==> config.mk <==
export PLATFORM = sky130hd
export DESIGN_NAME = axi_copy_dma
export DESIGN_NICKNAME = d
export VERILOG_FILES = /design/src/rtl/axi_copy_dma.sv
export SDC_FILE = /design/constraint.sdc
export NUM_CORES = 1
export LEC_CHECK = 0
export CAP_MARGIN = 20
export CORE_ASPECT_RATIO = 1.2
export CORE_UTILIZATION = 50
export CTS_BUF_LIST = sky130_fd_sc_hd__clkbuf_2 sky130_fd_sc_hd__clkbuf_4 sky130_fd_sc_hd__clkbuf_8
export CTS_CLUSTER_DIAMETER = 50
export CTS_CLUSTER_SIZE = 40
export DETAILED_ROUTE_END_ITERATION = 8
export PLACE_DENSITY = 0.71
export SYNTH_ARGS = -nofsm -noshare
export SYNTH_HDL_FRONTEND = slang
export SYNTH_SLANG_ARGS = --single-unit
==> constraint.sdc <==
create_clock -name clk -period 17.71 [get_ports clk]
set_input_delay 4.4275 -clock clk [delete_from_list [all_inputs] [get_ports clk]]
set_output_delay 4.4275 -clock clk [all_outputs]
set_load 0.01 [all_outputs]
==> src/rtl/axi_copy_dma.sv <==
// axi_copy_dma: single-channel AXI4 memory-to-memory copy engine.
// Ports: cmd_* command in, done/err status out, m_ar/r/aw/w/b AXI4 master.
module axi_copy_dma #(
  parameter int DATA_WIDTH = 32,
  parameter int ADDR_WIDTH = 16,
  parameter int ID_WIDTH   = 8,
  parameter int AXI_ID     = 0,
  parameter int MAX_BURST  = 16,
  parameter int LEN_WIDTH  = 16
) (
  input  logic                    clk,
  input  logic                    rst_n,
  input  logic                    cmd_valid,
  output logic                    cmd_ready,
  input  logic [ADDR_WIDTH-1:0]   cmd_src,
  input  logic [ADDR_WIDTH-1:0]   cmd_dst,
  input  logic [LEN_WIDTH-1:0]    cmd_len,
  output logic                    done,
  output logic                    err,
  output logic                    m_arvalid,
  input  logic                    m_arready,
  output logic [ID_WIDTH-1:0]     m_arid,
  output logic [ADDR_WIDTH-1:0]   m_araddr,
  output logic [7:0]              m_arlen,
  output logic [2:0]              m_arsize,
  output logic [1:0]              m_arburst,
  output logic                    m_arlock,
  output logic [3:0]              m_arcache,
  output logic [2:0]              m_arprot,
  input  logic                    m_rvalid,
  output logic                    m_rready,
  input  logic [ID_WIDTH-1:0]     m_rid,
  input  logic [DATA_WIDTH-1:0]   m_rdata,
  input  logic [1:0]              m_rresp,
  input  logic                    m_rlast,
  output logic                    m_awvalid,
  input  logic                    m_awready,
  output logic [ID_WIDTH-1:0]     m_awid,
  output logic [ADDR_WIDTH-1:0]   m_awaddr,
  output logic [7:0]              m_awlen,
  output logic [2:0]              m_awsize,
  output logic [1:0]              m_awburst,
  output logic                    m_awlock,
  output logic [3:0]              m_awcache,
  output logic [2:0]              m_awprot,
  output logic                    m_wvalid,
  input  logic                    m_wready,
  output logic [DATA_WIDTH-1:0]   m_wdata,
  output logic [DATA_WIDTH/8-1:0] m_wstrb,
  output logic                    m_wlast,
  input  logic                    m_bvalid,
  output logic                    m_bready,
  input  logic [ID_WIDTH-1:0]     m_bid,
  input  logic [1:0]              m_bresp
);

  localparam int SZ = $clog2(DATA_WIDTH / 8);
  localparam int IW = (MAX_BURST > 1) ? $clog2(MAX_BURST) : 1;

  typedef enum logic [2:0] {
    IDLE, RADDR, RDATA, WADDR, WDATA, WRESP, FIN
  } state_t;

  state_t                  state;
  logic [ADDR_WIDTH-1:0]   src;
  logic [ADDR_WIDTH-1:0]   dst;
  logic [LEN_WIDTH-1:0]    rem;
  logic [7:0]              blen;
  logic [IW-1:0]           idx;
  logic [DATA_WIDTH-1:0]   buf_q [2**IW];

  logic [8:0]              beats;
  logic [ADDR_WIDTH-1:0]   step;
  logic [ADDR_WIDTH-1:0]   nsrc;
  logic [ADDR_WIDTH-1:0]   ndst;
  logic [LEN_WIDTH-1:0]    nrem;
  logic [IW-1:0]           idx_inc;
  logic                    r_last;
  logic                    b_err;
  logic                    unused_ids;

  // One beat count serves both bursts, so it is clipped
  // against the 4 KB page of the source and destination.
  function automatic logic [7:0] burst_len(
    input logic [LEN_WIDTH-1:0] left,
    input logic [11:0]          sa,
    input logic [11:0]          da
  );
    logic [31:0] n, ps, pd;
    n  = 32'(left);
    ps = (32'd4096 - 32'(sa)) >> SZ;
    pd = (32'd4096 - 32'(da)) >> SZ;
    if (n > 32'(MAX_BURST)) n = 32'(MAX_BURST);
    if (ps < n) n = ps;
    if (pd < n) n = pd;
    return 8'(n - 32'd1);
  endfunction

  assign m_arid    = ID_WIDTH'(AXI_ID);
  assign m_awid    = ID_WIDTH'(AXI_ID);
  assign m_araddr  = src;
  assign m_awaddr  = dst;
  assign m_arlen   = blen;
  assign m_awlen   = blen;
  assign m_arsize  = 3'(SZ);
  assign m_awsize  = 3'(SZ);
  assign m_arburst = 2'b01;
  assign m_awburst = 2'b01;
  assign m_arlock  = 1'b0;
  assign m_awlock  = 1'b0;
  assign m_arcache = 4'b0011;
  assign m_awcache = 4'b0011;
  assign m_arprot  = 3'b000;
  assign m_awprot  = 3'b000;
  assign m_wstrb   = '1;
  assign m_wdata   = buf_q[idx];
  assign unused_ids = ^{m_rid, m_bid};

  always_comb begin
    beats   = {1'b0, blen} + 9'd1;
    step    = ADDR_WIDTH'(beats) << SZ;
    nsrc    = src + step;
    ndst    = dst + step;
    nrem    = rem - LEN_WIDTH'(beats);
    idx_inc = idx + IW'(1);
    r_last  = m_rlast || (idx == blen[IW-1:0]);
    b_err   = err || (m_bresp != 2'b00);
  end

  always_ff @(posedge clk) begin
    if (state == RDATA && m_rvalid && m_rready)
      buf_q[idx] <= m_rdata;
  end

  always_ff @(posedge clk or negedge rst_n) begin
    if (!rst_n) begin
      state     <= IDLE;
      cmd_ready <= 1'b1;
      done      <= 1'b0;
      err       <= 1'b0;
      src       <= '0;
      dst       <= '0;
      rem       <= '0;
      blen      <= '0;
      idx       <= '0;
      m_arvalid <= 1'b0;
      m_rready  <= 1'b0;
      m_awvalid <= 1'b0;
      m_wvalid  <= 1'b0;
      m_wlast   <= 1'b0;
      m_bready  <= 1'b0;
    end else begin
      done <= 1'b0;
      unique case (state)
        IDLE: if (cmd_valid) begin
          cmd_ready <= 1'b0;
          err       <= 1'b0;
          src       <= cmd_src;
          dst       <= cmd_dst;
          rem       <= cmd_len;
          blen      <= burst_len(cmd_len, cmd_src[11:0],
                                 cmd_dst[11:0]);
          if (cmd_len == '0) begin
            state <= FIN;
          end else begin
            state     <= RADDR;
            m_arvalid <= 1'b1;
          end
        end
        RADDR: if (m_arready) begin
          m_arvalid <= 1'b0;
          m_rready  <= 1'b1;
          idx       <= '0;
          state     <= RDATA;
        end
        // Every beat is drained even after a bad rresp.
        RDATA: if (m_rvalid) begin
          if (m_rresp != 2'b00) err <= 1'b1;
          if (r_last) begin
            m_rready <= 1'b0;
            idx      <= '0;
            if (err || m_rresp != 2'b00) begin
              state <= FIN;
            end else begin
              state     <= WADDR;
              m_awvalid <= 1'b1;
            end
          end else begin
            idx <= idx_inc;
          end
        end
        WADDR: if (m_awready) begin
          m_awvalid <= 1'b0;
          m_wvalid  <= 1'b1;
          m_wlast   <= (blen == 8'd0);
          state     <= WDATA;
        end
        WDATA: if (m_wready) begin
          if (m_wlast) begin
            m_wvalid <= 1'b0;
            m_wlast  <= 1'b0;
            m_bready <= 1'b1;
            state    <= WRESP;
          end else begin
            idx     <= idx_inc;
            m_wlast <= (idx_inc == blen[IW-1:0]);
          end
        end
        WRESP: if (m_bvalid) begin
          m_bready <= 1'b0;
          err      <= b_err;
          src      <= nsrc;
          dst      <= ndst;
          rem      <= nrem;
          blen     <= burst_len(nrem, nsrc[11:0], ndst[11:0]);
          if (nrem == '0 || b_err) begin
            state <= FIN;
          end else begin
            state     <= RADDR;
            m_arvalid <= 1'b1;
          end
        end
        FIN: begin
          done      <= 1'b1;
          cmd_ready <= 1'b1;
          state     <= IDLE;
        end
        default: state <= IDLE;
      endcase
    end
  end

endmodule
## Word level (Yosys, flattened, before mapping)

Memories as Yosys holds them, arrays and structs flattened.
Index checks and enable logic that the tools add are counted.

- Add/sub/neg operators: 11
- Magnitude comparators: 6
- Eq/ne operators: 21
- Mux-type cells: 84
- Reduce and logical (&&, ||, !) cells: 32

Operator list:

| operator | number |
|---|---|
| $mux 32 | 10 |
| $lt 30x32->1 | 4 |
| $mux 16 | 8 |
| $pmux 16 s2 | 3 |
| $mux 8 | 8 |
| $sub 13x12->14 const A | 4 |
| $mux 3 | 11 |
| $add 16x11->16 | 2 |
| $gt 16x5->1 const B | 2 |
| $logic_not 16->1 | 2 |
| $mux 1 | 28 |
| $ne 2x2->1 const B | 12 |
| $mux 4 | 5 |
| $pmux 3 s6 | 1 |
| $pmux 8 s2 | 1 |
| $reduce_bool 2->1 | 8 |
| $sub 16x9->16 | 1 |
| $sub 8x1->8 const B | 2 |
| $reduce_and 5->1 | 3 |
| $pmux 1 s2 | 6 |
| $pmux 4 s3 | 1 |
| $reduce_and 4->1 | 3 |
| $add 8x1->9 const B | 1 |
| $eq 3x3->1 const B | 3 |
| 15 further kinds | 25 |

- Register bits after elaboration: 72
- RAM bits: 512
- Input bits: 109
- Output and inout port bits: 135
- Word-level logic and storage cells: 170
- Memories: 1

Memory list:

| memory | depth | width | rd ports | clocked after Yosys merged registers in | write ports | line | RTL |
|---|---|---|---|---|---|---|---|
| buf_q | 16 | 32 | 1 | 0 | 1 | 70 | `logic [DATA_WIDTH-1:0] buf_q [2**IW];` |

## Depth between registers and ports, before layout

Gate-level depths: netlist (run 1).

- Word-level depth: 17
- Depth in mapped cells: 42
- Mapped depth without buffers: 41

## Worst setup path after synthesis (run 1)

Ideal clock, no wire load.

- Path kind: in2reg
- Start: input cmd_src[0]
- End: register blen[6] (netlist: m_arlen[6])
- Library setup time: 0.132 ns
- Data arrival time: 9.959 ns
- Required time: 17.578 ns
- Path slack: 7.619 ns
- Stages on the path: 29
- Buffers on the path: 3
- Cells stage by stage: nor3_1 -> nand2b_1 -> nor4_1 -> nand2b_1 -> nor3_1 -> nand2b_1 -> xor2_1 -> ha_1 -> nor4_1 -> nand3_1 -> nor3_1 -> or3_1 -> clkbuf_1 -> buf_1 -> a21oi_1 -> ha_1 -> a21o_1 -> a21oi_1 -> o211ai_1 -> o22ai_1 -> a21oi_1 -> clkbuf_1 -> nand2_1 -> o311a_1 -> or2_2 -> ha_1 -> and4bb_1 -> xnor2_1 -> o21ai_1

- Cells in the longest elaborated chain, start to end: 12

RTL lines:

| what | line | RTL |
|---|---|---|
| from (decl) | 15 | `input logic [ADDR_WIDTH-1:0] cmd_src,` |
| $sub 13x12->14 * | 91 | `ps = (32'd4096 - 32'(sa)) >> SZ;` |
| $lt 30x32->1 | 94 | `if (ps < n) n = ps;` |
| $mux 32 * | 94 |  |
| $mux 32 * | 155 | `IDLE: if (cmd_valid) begin` |
| $mux 32 * | 154 | `unique case (state)` |
| $lt 30x32->1 | 95 | `if (pd < n) n = pd;` |
| $mux 8 * | 95 |  |
| $mux 8 * | 155 |  |
| $mux 8 * | 154 |  |
| $sub 8x1->8 * | 96 | `return 8'(n - 32'd1);` |
| $mux 8 * | 155 |  |
| $pmux 8 s2 * | 154 |  |
| to (signal assigned) | 161 | `blen <= burst_len(cmd_len, cmd_src[11:0],` |
| to (signal assigned) | 215 | `blen <= burst_len(nrem, nsrc[11:0], ndst[11:0]);` |
| to (decl) | 68 | `logic [7:0] blen;` |

Every way passes the cells marked *; elsewhere a longest branch is shown, timed or not. The select of a mux whose other input is x is not followed.
A chain may end at the register's enable or synchronous reset.

## Final worst setup path (run 1)

Ends and elaborated chain as after synthesis.

==> results.py, run 1 <==
metrics = {
    "yosys": {
        "yosys-top-cells-area": "sky130_fd_sc_hd__edfxtp_1 57%, sky130_fd_sc_hd__mux4_2 13%, sky130_fd_sc_hd__dfrtp_1 6.5%",
        "synth_area_leader_cell": "sky130_fd_sc_hd__edfxtp_1",
        "synth-seq-cells": 584,
        "edff_count_synth": 512,
        "netlist.area_leader.share_pct": 56.6,
        "post_synth_mux_area_share_pct": 13.7,
        "xor_xnor_portion_of_the_synthesized_cell_area_pct": 2.22,
        "ys.flop_type": "sky130_fd_sc_hd__edfxtp_1",
        "synth.lib_cells_used.distinct": 81,
        "synth_cells": 1790,
        "synth-simple-area-share_pct": 7.06,
        "synth_area_per_cell_sq_um": 15.2,
        "compound_cell_area_share_of_the_yosys_netlist_pct": 6.69,
        "combinational_family_with_the_most_area_after_synthesis": "multiplexers",
        "ys_seq_area_share_pct": 63.2,
        "async_flop_share_pct": 12.3,
        "post_synth_fa_ha_maj_area_fraction_pct": 3.58,
        "synth.cell_area_sq_um": 27200,
        "synth.yosys.warnings": 0,
    },
    "floorplan": {
        "die_area_sq_um": 55300,
        "die_h_um": 257,
        "io-pin-count": 244,
        "core.rowCount": 93,
        "initial_utilization_pct": 50.7,
        "core_region_area_sq_um": 53600,
        "chipWidth_um": 215,
    },
    "final_layout": {
        "area_of_the_multi_input_gates_sq_um": 9380,
        "final_nets": 2146,
        "area_delta_synth_final_pct": 13.3,
        "postLayoutCellArea_sq_um": 30800,
        "drive_above_1_share_pct": 16.0,
        "commonest_non_fill_non_tap_cell_in_the_layout": "sky130_fd_sc_hd__edfxtp_1",
        "ff_latch_area_sq_um": 17200,
        "filler_cell_count": 4116,
        "most-common-layout-cells": "512 x sky130_fd_sc_hd__edfxtp_1, 180 x sky130_fd_sc_hd__clkdlybuf4s50_1, 160 x sky130_fd_sc_hd__mux4_2",
    },
    "global_routing": {
        "grt_start_max_net_pins": 73,
        "first_global_vias": 16000,
        "groute.usage.overall_pct": 23.3,
        "grt_antenna_before_repair": 4,
        "overflow": 0,
        "wire_length_of_the_first_global_routing_pass_um": 96700,
    },
    "drt": {
        "route.detailed.vias_per_inst": 5.89,
        "final_ant_viol_nets": 0,
        "detail_route.drc_violations": 0,
        "route.vias.total": 15900,
        "drt_iter0_markers": 1460,
        "detail_route.wl_per_cell_um": 23.6,
        "drt_pass1_iterations": 5,
        "totalWireLength_um": 64000,
    },
    "clocking": {
        "clk-insertion-delay-late_ns": 0.69,
        "cts_max_path_buffers": 3,
        "worst_setup_hold_path_clk_slew_ns": 0.11,
        "cts.root.buffer_cell": "sky130_fd_sc_hd__clkbuf_8",
        "tritoncts": "yes",
        "cts.repair_timing.setup_buffer_count": 0,
        "cts_hold_buffers": 0,
        "clock-sinks": 584,
        "cts_made_buffers": 43,
        "htreeDepth": 2,
        "postCtsResizedCells": 0,
    },
    "critical_path": {
        "path_delay_family": "simple AND/OR/NAND/NOR gates",
        "critical_path.max_stage_delay_ns": 0.63,
        "critical_path_required_ns": 18.21,
        "worstPathBufferInverterCount": 2,
        "worstPathMaxFanout": 19,
        "worstSetupStartpointType": "input pin",
        "setup.worst_path.class": "in -> reg",
        "endpoint_kind": "flip-flop",
        "slowest_cell_on_the_critical_path": "sky130_fd_sc_hd__nor4_1",
        "register_to_register_path_setup_slack_ns": 8.02,
        "cp.arrival_ns": 11.32,
    },
    "timing": {
        "timing_hold_violations_final": 0,
        "setup-violations-final": 0,
        "worst-slew-pin-transition_ns": 1.06,
        "finalCriticalPeriod_ns": 10.82,
        "worst_slew_margin_rel_pct": 29.6,
        "fin_worst_skew_ns": 0.0752,
        "max_freq_mhz": 92.4,
        "drv_slew": 0,
        "timing.final.crit_share_pct": 61.1,
        "fin_tns_setup_ns": 0,
        "grt_setup_unrepaired": "false",
    },
    "place": {
        "post_detailed_placement_half_perimeter_wirelength_um": 38800,
        "placedInstanceArea_sq_um": 29700,
        "count_of_input_and_output_buffers": 181,
        "globalplace.congestion": 0.919,
    },
    "pwr": {
        "powerDensity_nw_per_um2": 167,
        "power.ir.vdd_worst_uv": 113,
        "leakage_nw": 10.3,
    },
    "outcome": {
        "outcome": "finished, final reports clean",
    },
    "hold_path": {
        "min-delay-path-class": "reg -> reg",
    },
    "flow_run": {
        "max-cap-violations": 0,
    },
}
## final timing paths
path	start	endpoint	depth (start not counted)
setup / recovery	cmd_src[0]	m_arlen[6]$_DFFE_PN0P_	28
hold / removal	cmd_ready$_DFFE_PN1P_	cmd_ready$_DFFE_PN1P_	2
setup reg to reg	m_arlen[2]$_DFFE_PN0P_	m_arlen[7]$_DFFE_PN0P_	34
hold reg to reg	cmd_ready$_DFFE_PN1P_	cmd_ready$_DFFE_PN1P_	2
max in group asynchronous	rst_n	idx[1]$_DFFE_PN0P_	1
min in group asynchronous	rst_n	m_araddr[1]$_DFFE_PN0P_	1
## synth_stat cells (38+ instances only)
master,n
sky130_fd_sc_hd__clkbuf_1,60
sky130_fd_sc_hd__inv_1,56
sky130_fd_sc_hd__a21oi_1,89
sky130_fd_sc_hd__nor2_1,131
sky130_fd_sc_hd__ha_1,73
sky130_fd_sc_hd__nand2_1,121
sky130_fd_sc_hd__mux4_2,160
sky130_fd_sc_hd__buf_4,54
sky130_fd_sc_hd__o21ai_0,46
sky130_fd_sc_hd__xor2_1,38
sky130_fd_sc_hd__edfxtp_1,512
sky130_fd_sc_hd__dfrtp_1,71
## cell families (layout without fill, tap and decap cells)
group	Yosys count	after routing
buf+inv	193	342
mux	171	171
xor+xnor	69	69
simple gates	409	409
compound gates	286	286
flops	584	584
fa+ha+maj	76	76
other cells	2	59
## worst register-to-register path: cells and delay by family (launching register included)
kind	cells	cell delay (ns)
DFF	1	0.58
xor gates and xnor gates	2	0.73
adders and majority gates	3	0.91
AOI/OAI and AO/OA	14	3.61
and+or+nand+nor	13	3.53
buffers and inverters	2	0.20
## routing by layer
metal	track usage, %	vias to the layer above	routed length [um]
met2	41.2	492	33500
met3	4.01	75	4080
met1	29.8	8194	25100
li1	-	7176	-
met4	5.87	6	1270
met5	0	-	42
## sequential cells by signal, indices dropped and copies added (netlist names)
signal / cells
rem: 16
m_arvalid: 1
buf_q: 512
idx: 4
m_rready: 1
m_arlen: 8
m_wlast: 1
m_araddr: 16
err: 1
m_wvalid: 1
done: 1
m_awvalid: 1
m_bready: 1
cmd_ready: 1
m_awaddr: 16
state: 3
## power breakdown
group / switching [mW] / total [mW] / internal, mW
clock: 0.528 / 0.843 / 0.316
sequential: 0.143 / 1.73 / 1.59
combinational: 1.48 / 2.57 / 1.09
total: 2.15 / 5.14 / 2.99
## cell type report
| cell class | count | share of cell area (%) |
|---|---|---|
| Clock buffer | 44 | 1.95 |
| Sequential cell | 584 | 55.8 |
| Timing Repair Buffer | 207 | 6.51 |
| Tap cell | 712 | 2.89 |
| Antenna cell | 1 | 0.00813 |
| Multi-Input combinational cell | 1069 | 30.5 |
| Clock inverter | 35 | 1.65 |
| Inverter | 56 | 0.683 |
## stage by stage
stage | utilization (%) | hold slack [ns] | cells | setup WS, ns | total power [mW]
after detailed placement | 55.3 | 0.466 | 2627 | 5.84 | 4.31
final | 57.4 | 0.477 | 2708 | 6.89 | 5.14
after global placement | 55.3 | 0.464 | 2627 | 5.88 | 4.26
after CTS | 57.4 | 0.484 | 2706 | 6.52 | 5.15
after floorplan | - | 0.456 | 1846 | 7.62 | 3.57
after global routing | 57.4 | 0.521 | 2708 | 6.18 | 5.48
(Power assumes the default switching activity.)
==> run 2, diff against run 1 <==
--- a/config.mk
+++ b/config.mk
@@ -12,7 +12,7 @@
 export CTS_CLUSTER_DIAMETER = 50
 export CTS_CLUSTER_SIZE = 40
 export DETAILED_ROUTE_END_ITERATION = 8
-export PLACE_DENSITY = 0.71
+export PLACE_DENSITY = 0.74
 export SYNTH_ARGS = -nofsm -noshare
 export SYNTH_HDL_FRONTEND = slang
 export SYNTH_SLANG_ARGS = --single-unit
==> constraint.sdc (replaced) <==
create_clock -name clk -period 9.8 [get_ports clk]
set_input_delay 2.45 -clock clk [delete_from_list [all_inputs] [get_ports clk]]
set_output_delay 2.45 -clock clk [all_outputs]
set_load 0.01 [all_outputs]
==> run 2 against run 1 <==
- clock power increased by 89%
- sequential share of layout area decreased by 0.29 points
- combinational power increased by 83%
- total power increased by 83%
- global-route usage decreased by 0.31 points
- worst hold slack improved by 0.011 ns
- non-clock buffer count increased by 6
- design area increased by 0.53%
- core utilization increased by 0.30 points
- die area unchanged
- sequential cell count unchanged
- setup slack got worse by 6.2 ns
- critical endpoint unchanged
- highest routed layer unchanged
==> results.py, run 2 (same netlist as run 1, synthesis figures left out) <==
metrics = {
    "outcome": {
        "outcome": "finished, final reports clean",
    },
    "timing": {
        "fin_worst_skew_ns": 0.0912,
        "timing_hold_violations_final": 0,
        "finalCriticalPeriod_ns": 9.10,
        "drv_slew": 0,
        "fin_tns_setup_ns": 0,
        "hold_worst_slack_ns": 0.488,
        "timing.final.crit_share_pct": 92.9,
        "worst_slew_margin_rel_pct": 33.9,
        "worst-slew-pin-transition_ns": 0.991,
        "setup-violations-final": 0,
        "max_freq_mhz": 110,
        "grt_setup_unrepaired": "false",
    },
    "critical_path": {
        "slowest_cell_on_the_critical_path": "sky130_fd_sc_hd__dfrtp_1",
        "worstPathMaxFanout": 9,
        "register_to_register_path_setup_slack_ns": 0.70,
        "critical_path.max_stage_delay_ns": 0.58,
        "worstPathBufferInverterCount": 2,
        "setup.worst_path.class": "reg -> reg",
        "path_delay_family": "compound AO/OA/AOI/OAI gates",
        "endpoint_kind": "flip-flop",
        "worstReg2RegStart": "m_arlen[1]$_DFFE_PN0P_",
        "r2r.worst_path.cells": 35,
        "crit_path_end": "m_arlen[6]$_DFFE_PN0P_",
        "cp.arrival_ns": 9.60,
        "crit-reg2reg-capture": "m_arlen[6]$_DFFE_PN0P_",
        "cpMostUsedCell": "sky130_fd_sc_hd__ha_1",
        "cp_startpoint": "m_arlen[1]$_DFFE_PN0P_",
        "critical_path_required_ns": 10.30,
        "worstSetupStartpointType": "flip-flop",
        "worst-path-stages": 35,
    },
    "global_routing": {
        "overflow": 0,
        "first_global_vias": 16100,
        "grt_start_max_net_pins": 85,
        "wire_length_of_the_first_global_routing_pass_um": 96100,
        "groute.usage.overall_pct": 23.0,
        "grt_antenna_before_repair": 3,
    },
    "final_layout": {
        "drive_above_1_share_pct": 16.6,
        "regMostFlops": "buf_q",
        "ff_latch_area_sq_um": 17200,
        "final_nets": 2155,
        "area_of_the_multi_input_gates_sq_um": 9410,
        "area_delta_synth_final_pct": 13.9,
        "filler_cell_count": 4091,
        "most-common-layout-cells": "512 x sky130_fd_sc_hd__edfxtp_1, 180 x sky130_fd_sc_hd__clkdlybuf4s50_1, 160 x sky130_fd_sc_hd__mux4_2",
        "commonest_non_fill_non_tap_cell_in_the_layout": "sky130_fd_sc_hd__edfxtp_1",
        "postLayoutCellArea_sq_um": 30900,
        "largest_reg_flops": 512,
    },
    "drt": {
        "met3RoutedLength_um": 4110,
        "m1_wl_um": 24700,
        "detail_route.drc_violations": 0,
        "drt_pass1_iterations": 6,
        "final_ant_viol_nets": 0,
        "dr.max_layer_used": "met5",
        "route.vias.total": 16000,
        "detail_route.wl_per_cell_um": 23.3,
        "route.detailed.vias_per_inst": 5.89,
        "drt_iter0_markers": 1427,
        "totalWireLength_um": 63300,
        "wl_met2_um": 32600,
    },
    "clocking": {
        "clock-sinks": 584,
        "cts_hold_buffers": 0,
        "cts_made_buffers": 46,
        "clk-insertion-delay-late_ns": 0.71,
        "cts.repair_timing.setup_buffer_count": 0,
        "cts.root.buffer_cell": "sky130_fd_sc_hd__clkbuf_8",
        "postCtsResizedCells": 0,
        "htreeDepth": 2,
        "worst_setup_hold_path_clk_slew_ns": 0.09,
        "cts_max_path_buffers": 3,
        "tritoncts": "yes",
    },
    "pwr": {
        "powerDensity_nw_per_um2": 304,
        "switching_share_pct": 40.9,
        "intPower_mw": 5.56,
        "leakage_nw": 10.4,
        "share_of_power_burned_in_the_clock_network_pct": 16.9,
        "seqPwrFrac_pct": 33.1,
        "p_comb_share_pct": 49.9,
        "netSwitchingPower_mw": 3.85,
        "power.ir.vdd_worst_uv": 181,
    },
    "floorplan": {
        "die_h_um": 257,
        "core.rowCount": 93,
        "initial_utilization_pct": 50.7,
        "die_area_sq_um": 55300,
        "chipWidth_um": 215,
        "core_region_area_sq_um": 53600,
        "io-pin-count": 244,
    },
    "place": {
        "post_detailed_placement_half_perimeter_wirelength_um": 38500,
        "globalplace.congestion": 0.953,
        "count_of_input_and_output_buffers": 181,
        "placedInstanceArea_sq_um": 29700,
    },
    "flow_run": {
        "max-cap-violations": 0,
    },
    "hold_path": {
        "min-delay-path-class": "reg -> reg",
    },
}
[run 2: how the worst min path moves through the flow]
stage                                from                     to  slack, ns  depth (start not counted)
detailed placement  cmd_ready$_DFFE_PN1P_  cmd_ready$_DFFE_PN1P_       0.47                          2
CTS                 cmd_ready$_DFFE_PN1P_  cmd_ready$_DFFE_PN1P_       0.49                          2
finish              cmd_ready$_DFFE_PN1P_  cmd_ready$_DFFE_PN1P_       0.49                          2
global route        cmd_ready$_DFFE_PN1P_  cmd_ready$_DFFE_PN1P_       0.51                          2
floorplan              rem[2]$_DFFE_PN0P_     rem[2]$_DFFE_PN0P_       0.46                          2
global placement    cmd_ready$_DFFE_PN1P_  cmd_ready$_DFFE_PN1P_       0.46                          2
[run 2: layout make-up]
type	instances	share of cell area, %
antenna	1	0.00809
clock buffer	51	2.21
clock inverter	34	1.64
inverter	56	0.679
multi-input combinational	1069	30.4
sequential	584	55.5
tap	712	2.88
timing repair buffer	213	6.66
[run 2: through the flow]
step / setup WS (ns) / std cells / total power, mW / util (%)
2_1_floorplan: 1.69 / 1846 / 6.45 / -
5_1_grt: 0.106 / 2720 / 10.1 / 57.7
6_report: 0.700 / 2720 / 9.41 / 57.7
4_1_cts: 0.459 / 2719 / 9.41 / 57.7
3_3_place_gp: 0.526 / 2634 / 7.72 / 55.4
3_5_place_dp: 0.389 / 2634 / 7.81 / 55.4
[run 2: worst min-delay path, delay by kind of cell (launching register included)]
kind	cells	cell delay [ns]
buffers and inverters	1	0.05
DFF	1	0.38
AOI/OAI and AO/OA	1	0.06
[run 2: power groups by stage]
stage          logic, mW  clock network (mW)  registers [mW]
2_1_floorplan       3.37                   0            3.09
3_3_place_gp        4.56                   0            3.16
3_5_place_dp        4.64                   0            3.17
4_1_cts             4.66                1.63            3.12
5_1_grt             5.19                1.71            3.15
6_report            4.70                1.59            3.12
[run 2: per-layer routing]
| metal | global-route usage [%] | up-vias |
|---|---|---|
| met5 | 0 | - |
| met4 | 7.78 | 4 |
| met3 | 3.95 | 108 |
| met2 | 40.0 | 556 |
| met1 | 29.2 | 8157 |
| li1 | - | 7187 |
==> run 3, diff against run 2 <==
--- a/config.mk
+++ b/config.mk
@@ -5,6 +5,7 @@
 export SDC_FILE = /design/constraint.sdc
 export NUM_CORES = 1
 export LEC_CHECK = 0
+export ABC_AREA = 1
 export CAP_MARGIN = 20
 export CORE_ASPECT_RATIO = 1.2
 export CORE_UTILIZATION = 50
@@ -12,7 +13,7 @@
 export CTS_CLUSTER_DIAMETER = 50
 export CTS_CLUSTER_SIZE = 40
 export DETAILED_ROUTE_END_ITERATION = 8
-export PLACE_DENSITY = 0.74
+export PLACE_DENSITY = 0.73
 export SYNTH_ARGS = -nofsm -noshare
 export SYNTH_HDL_FRONTEND = slang
 export SYNTH_SLANG_ARGS = --single-unit
==> run 3 against run 2 <==
- non-clock buffer count decreased by 2
- synthesized cell count is 52% higher
- fmax grew 17%
- core utilization fell by 0.53 points
- design area is 1.2% higher
- sequential share of layout area decreased by 0.69 points
- synthesized area grew 1.9%
- setup slack better by 1.3 ns
- clock skew grew 0.031 ns
- via count up 29%
- cell count is 33% higher
- sequential cell count unchanged
- critical endpoint is now m_arlen[2]$_DFFE_PN0P_
- largest power group unchanged
==> results.py, run 3 <==
metrics = {
    "clocking": {
        "cts_made_buffers": 43,
        "htreeDepth": 2,
        "clk-insertion-delay-late_ns": 0.73,
        "tritoncts": "yes",
        "clock-sinks": 584,
        "cts_max_path_buffers": 3,
        "cts.root.buffer_cell": "sky130_fd_sc_hd__clkbuf_8",
        "cts.repair_timing.setup_buffer_count": 0,
        "worst_setup_hold_path_clk_slew_ns": 0.07,
        "postCtsResizedCells": 0,
        "cts_hold_buffers": 0,
    },
    "place": {
        "post_detailed_placement_half_perimeter_wirelength_um": 43300,
        "count_of_input_and_output_buffers": 181,
        "globalplace.congestion": 0.939,
    },
    "critical_path": {
        "cpMostUsedCell": "sky130_fd_sc_hd__inv_1",
        "critical_path.max_stage_delay_ns": 0.46,
        "setup.worst_path.class": "in -> reg",
        "critical_path_required_ns": 10.28,
        "slowest_cell_on_the_critical_path": "sky130_fd_sc_hd__a21oi_1",
        "worstPathMaxFanout": 12,
        "endpoint_kind": "flip-flop",
        "cp.arrival_ns": 8.24,
        "worstSetupStartpointType": "input pin",
    },
    "yosys": {
        "synth_top_cells_by_count": "512 x sky130_fd_sc_hd__edfxtp_1, 435 x sky130_fd_sc_hd__nand2_1, 425 x sky130_fd_sc_hd__nor2_1",
        "synth_most_common_cell": "sky130_fd_sc_hd__edfxtp_1",
        "ys_seq_area_share_pct": 62.0,
        "netlist.area_leader.share_pct": 55.5,
        "synth_area_per_cell_sq_um": 10.2,
        "edff_count_synth": 512,
        "synth.lib_cells_used.distinct": 50,
        "yosys-top-cells-area": "sky130_fd_sc_hd__edfxtp_1 55%, sky130_fd_sc_hd__o21ai_0 6.5%, sky130_fd_sc_hd__dfrtp_1 6.4%",
        "synth.yosys.warnings": 0,
        "ys.flop_type": "sky130_fd_sc_hd__edfxtp_1",
        "async_flop_share_pct": 12.3,
        "synth_area_leader_cell": "sky130_fd_sc_hd__edfxtp_1",
        "synth.cell_area_sq_um": 27700,
        "synth_cells": 2714,
        "synth-seq-cells": 584,
    },
    "final_layout": {
        "regMostFlops": "buf_q",
        "area_delta_synth_final_pct": 13.1,
        "commonest_non_fill_non_tap_cell_in_the_layout": "sky130_fd_sc_hd__edfxtp_1",
        "largest_reg_flops": 512,
        "final_nets": 3036,
        "drive_above_1_share_pct": 6.27,
        "filler_cell_count": 4626,
        "most-common-layout-cells": "512 x sky130_fd_sc_hd__edfxtp_1, 435 x sky130_fd_sc_hd__nand2_1, 404 x sky130_fd_sc_hd__nor2_1",
    },
    "timing": {
        "fin_worst_skew_ns": 0.122,
        "timing.final.crit_share_pct": 79.2,
        "grt_setup_unrepaired": "false",
        "worst-slew-pin-transition_ns": 1.07,
        "drv_slew": 0,
        "setup-violations-final": 0,
        "timing_hold_violations_final": 0,
        "max_freq_mhz": 129,
        "finalCriticalPeriod_ns": 7.76,
        "worst_slew_margin_rel_pct": 28.6,
        "fin_tns_setup_ns": 0,
    },
    "drt": {
        "route.vias.total": 20700,
        "final_ant_viol_nets": 0,
        "totalWireLength_um": 73100,
        "detail_route.drc_violations": 0,
        "detail_route.wl_per_cell_um": 20.3,
        "drt_pass1_iterations": 5,
        "drt_iter0_markers": 1971,
        "route.detailed.vias_per_inst": 5.73,
    },
    "global_routing": {
        "wire_length_of_the_first_global_routing_pass_um": 110000,
        "grt_start_max_net_pins": 233,
        "overflow": 0,
        "first_global_vias": 19900,
        "grt_antenna_before_repair": 3,
        "groute.usage.overall_pct": 25.5,
    },
    "floorplan": {
        "io-pin-count": 244,
        "chipWidth_um": 217,
        "core_region_area_sq_um": 54800,
        "core.rowCount": 94,
        "initial_utilization_pct": 50.5,
        "die_area_sq_um": 56400,
        "die_h_um": 260,
    },
    "pwr": {
        "powerDensity_nw_per_um2": 298,
        "leakage_nw": 11.7,
        "power.ir.vdd_worst_uv": 225,
        "total_power_mw": 9.34,
    },
    "outcome": {
        "outcome": "finished, final reports clean",
    },
    "flow_run": {
        "max-cap-violations": 0,
    },
    "hold_path": {
        "min-delay-path-class": "reg -> reg",
    },
}
==> run 3: cell count changes after synthesis, moves of 24 or more <==
cell / before / now
sky130_fd_sc_hd__nand2_1: 121 / 435
sky130_fd_sc_hd__o21ai_0: 46 / 360
sky130_fd_sc_hd__nor2_1: 131 / 425
sky130_fd_sc_hd__mux4_2: 160 / 0
sky130_fd_sc_hd__inv_1: 56 / 213
sky130_fd_sc_hd__o22ai_1: 15 / 142
sky130_fd_sc_hd__clkbuf_1: 60 / 115
sky130_fd_sc_hd__a21oi_1: 89 / 45
sky130_fd_sc_hd__nand3_1: 28 / 65
sky130_fd_sc_hd__nand4_1: 9 / 40
sky130_fd_sc_hd__nor3_1: 33 / 9
==> run 3: logic make-up after synthesis <==
kind of cell,share of synthesized area [%]
buffers and inverters,6.09
other,0.0271
and+or+nand+nor,15.3
AOI/OAI and AO/OA,11.7
DFF,62.0
xor gates and xnor gates,1.33
adders and majority gates,3.51
==> run 3: layout make-up <==
class | instances | area [sq um] | share of cell area, %
multi-input cells | 1793 | 9210 | 29.4
flip-flops and latches | 584 | 17200 | 54.8
clock buffers | 51 | 677 | 2.16
repair buffers | 211 | 2090 | 6.68
well taps | 720 | 901 | 2.88
clock inverters | 29 | 447 | 1.43
diodes | 1 | 2.50 | 0.00799
inverters | 218 | 823 | 2.63
==> run 3: where the power goes <==
part	switching, mW	internal (mW)	total (mW)	leakage (nW)
sequential	0.227	2.87	3.10	5.48
clock	0.945	0.573	1.52	0.554
combinational	2.99	1.74	4.72	5.71
==> run 3: final timing paths <==
| check | slack (ns) | endpoint | cells past startpoint | start |
|---|---|---|---|---|
| worst min register to register | 0.50 | rem[8]$_DFFE_PN0P_ | 2 | rem[8]$_DFFE_PN0P_ |
| max in group asynchronous | 7.06 | idx[1]$_DFFE_PN0P_ | 1 | rst_n |
| worst min-delay path | 0.50 | rem[8]$_DFFE_PN0P_ | 2 | rem[8]$_DFFE_PN0P_ |
| min in group asynchronous | 1.99 | m_araddr[14]$_DFFE_PN0P_ | 1 | rst_n |
| worst max-delay path | 2.04 | m_arlen[2]$_DFFE_PN0P_ | 39 | cmd_src[1] |
| worst max register to register | 2.31 | m_arlen[2]$_DFFE_PN0P_ | 43 | m_arlen[0]$_DFFE_PN0P_ |
==> run 3: worst max-delay path, delay by kind of cell <==
| kind | cells | cell delay (ns) |
|---|---|---|
| simple gates | 18 | 2.42 |
| compound gates | 6 | 1.20 |
| buf+inv | 11 | 1.26 |
| fa+ha+maj | 3 | 0.75 |
| xor+xnor | 1 | 0.15 |
==> run 3: per-stage QoR <==
step	cell area [sq um]	hold slack (ns)	util, %	std cells	setup WS, ns
final	31300	0.498	57.2	3607	2.04
after global routing	31300	0.526	57.2	3607	1.27
after CTS	31300	0.505	57.1	3605	2.14
after detailed placement	30200	0.488	55.1	3525	1.48
after global placement	30200	0.477	55.0	3524	1.49
after floorplan	27900	0.459	-	2770	2.74
==> run 3: per-layer routing <==
metal  global-route usage [%]  part of all wire (%)  up-vias
li1                         -                     -     9573
met1                     31.9                    39     9989
met2                     44.8                    50      925
met3                     3.91                   8.1      171
met4                     9.39                   3.4        4
met5                        0                 0.037        -
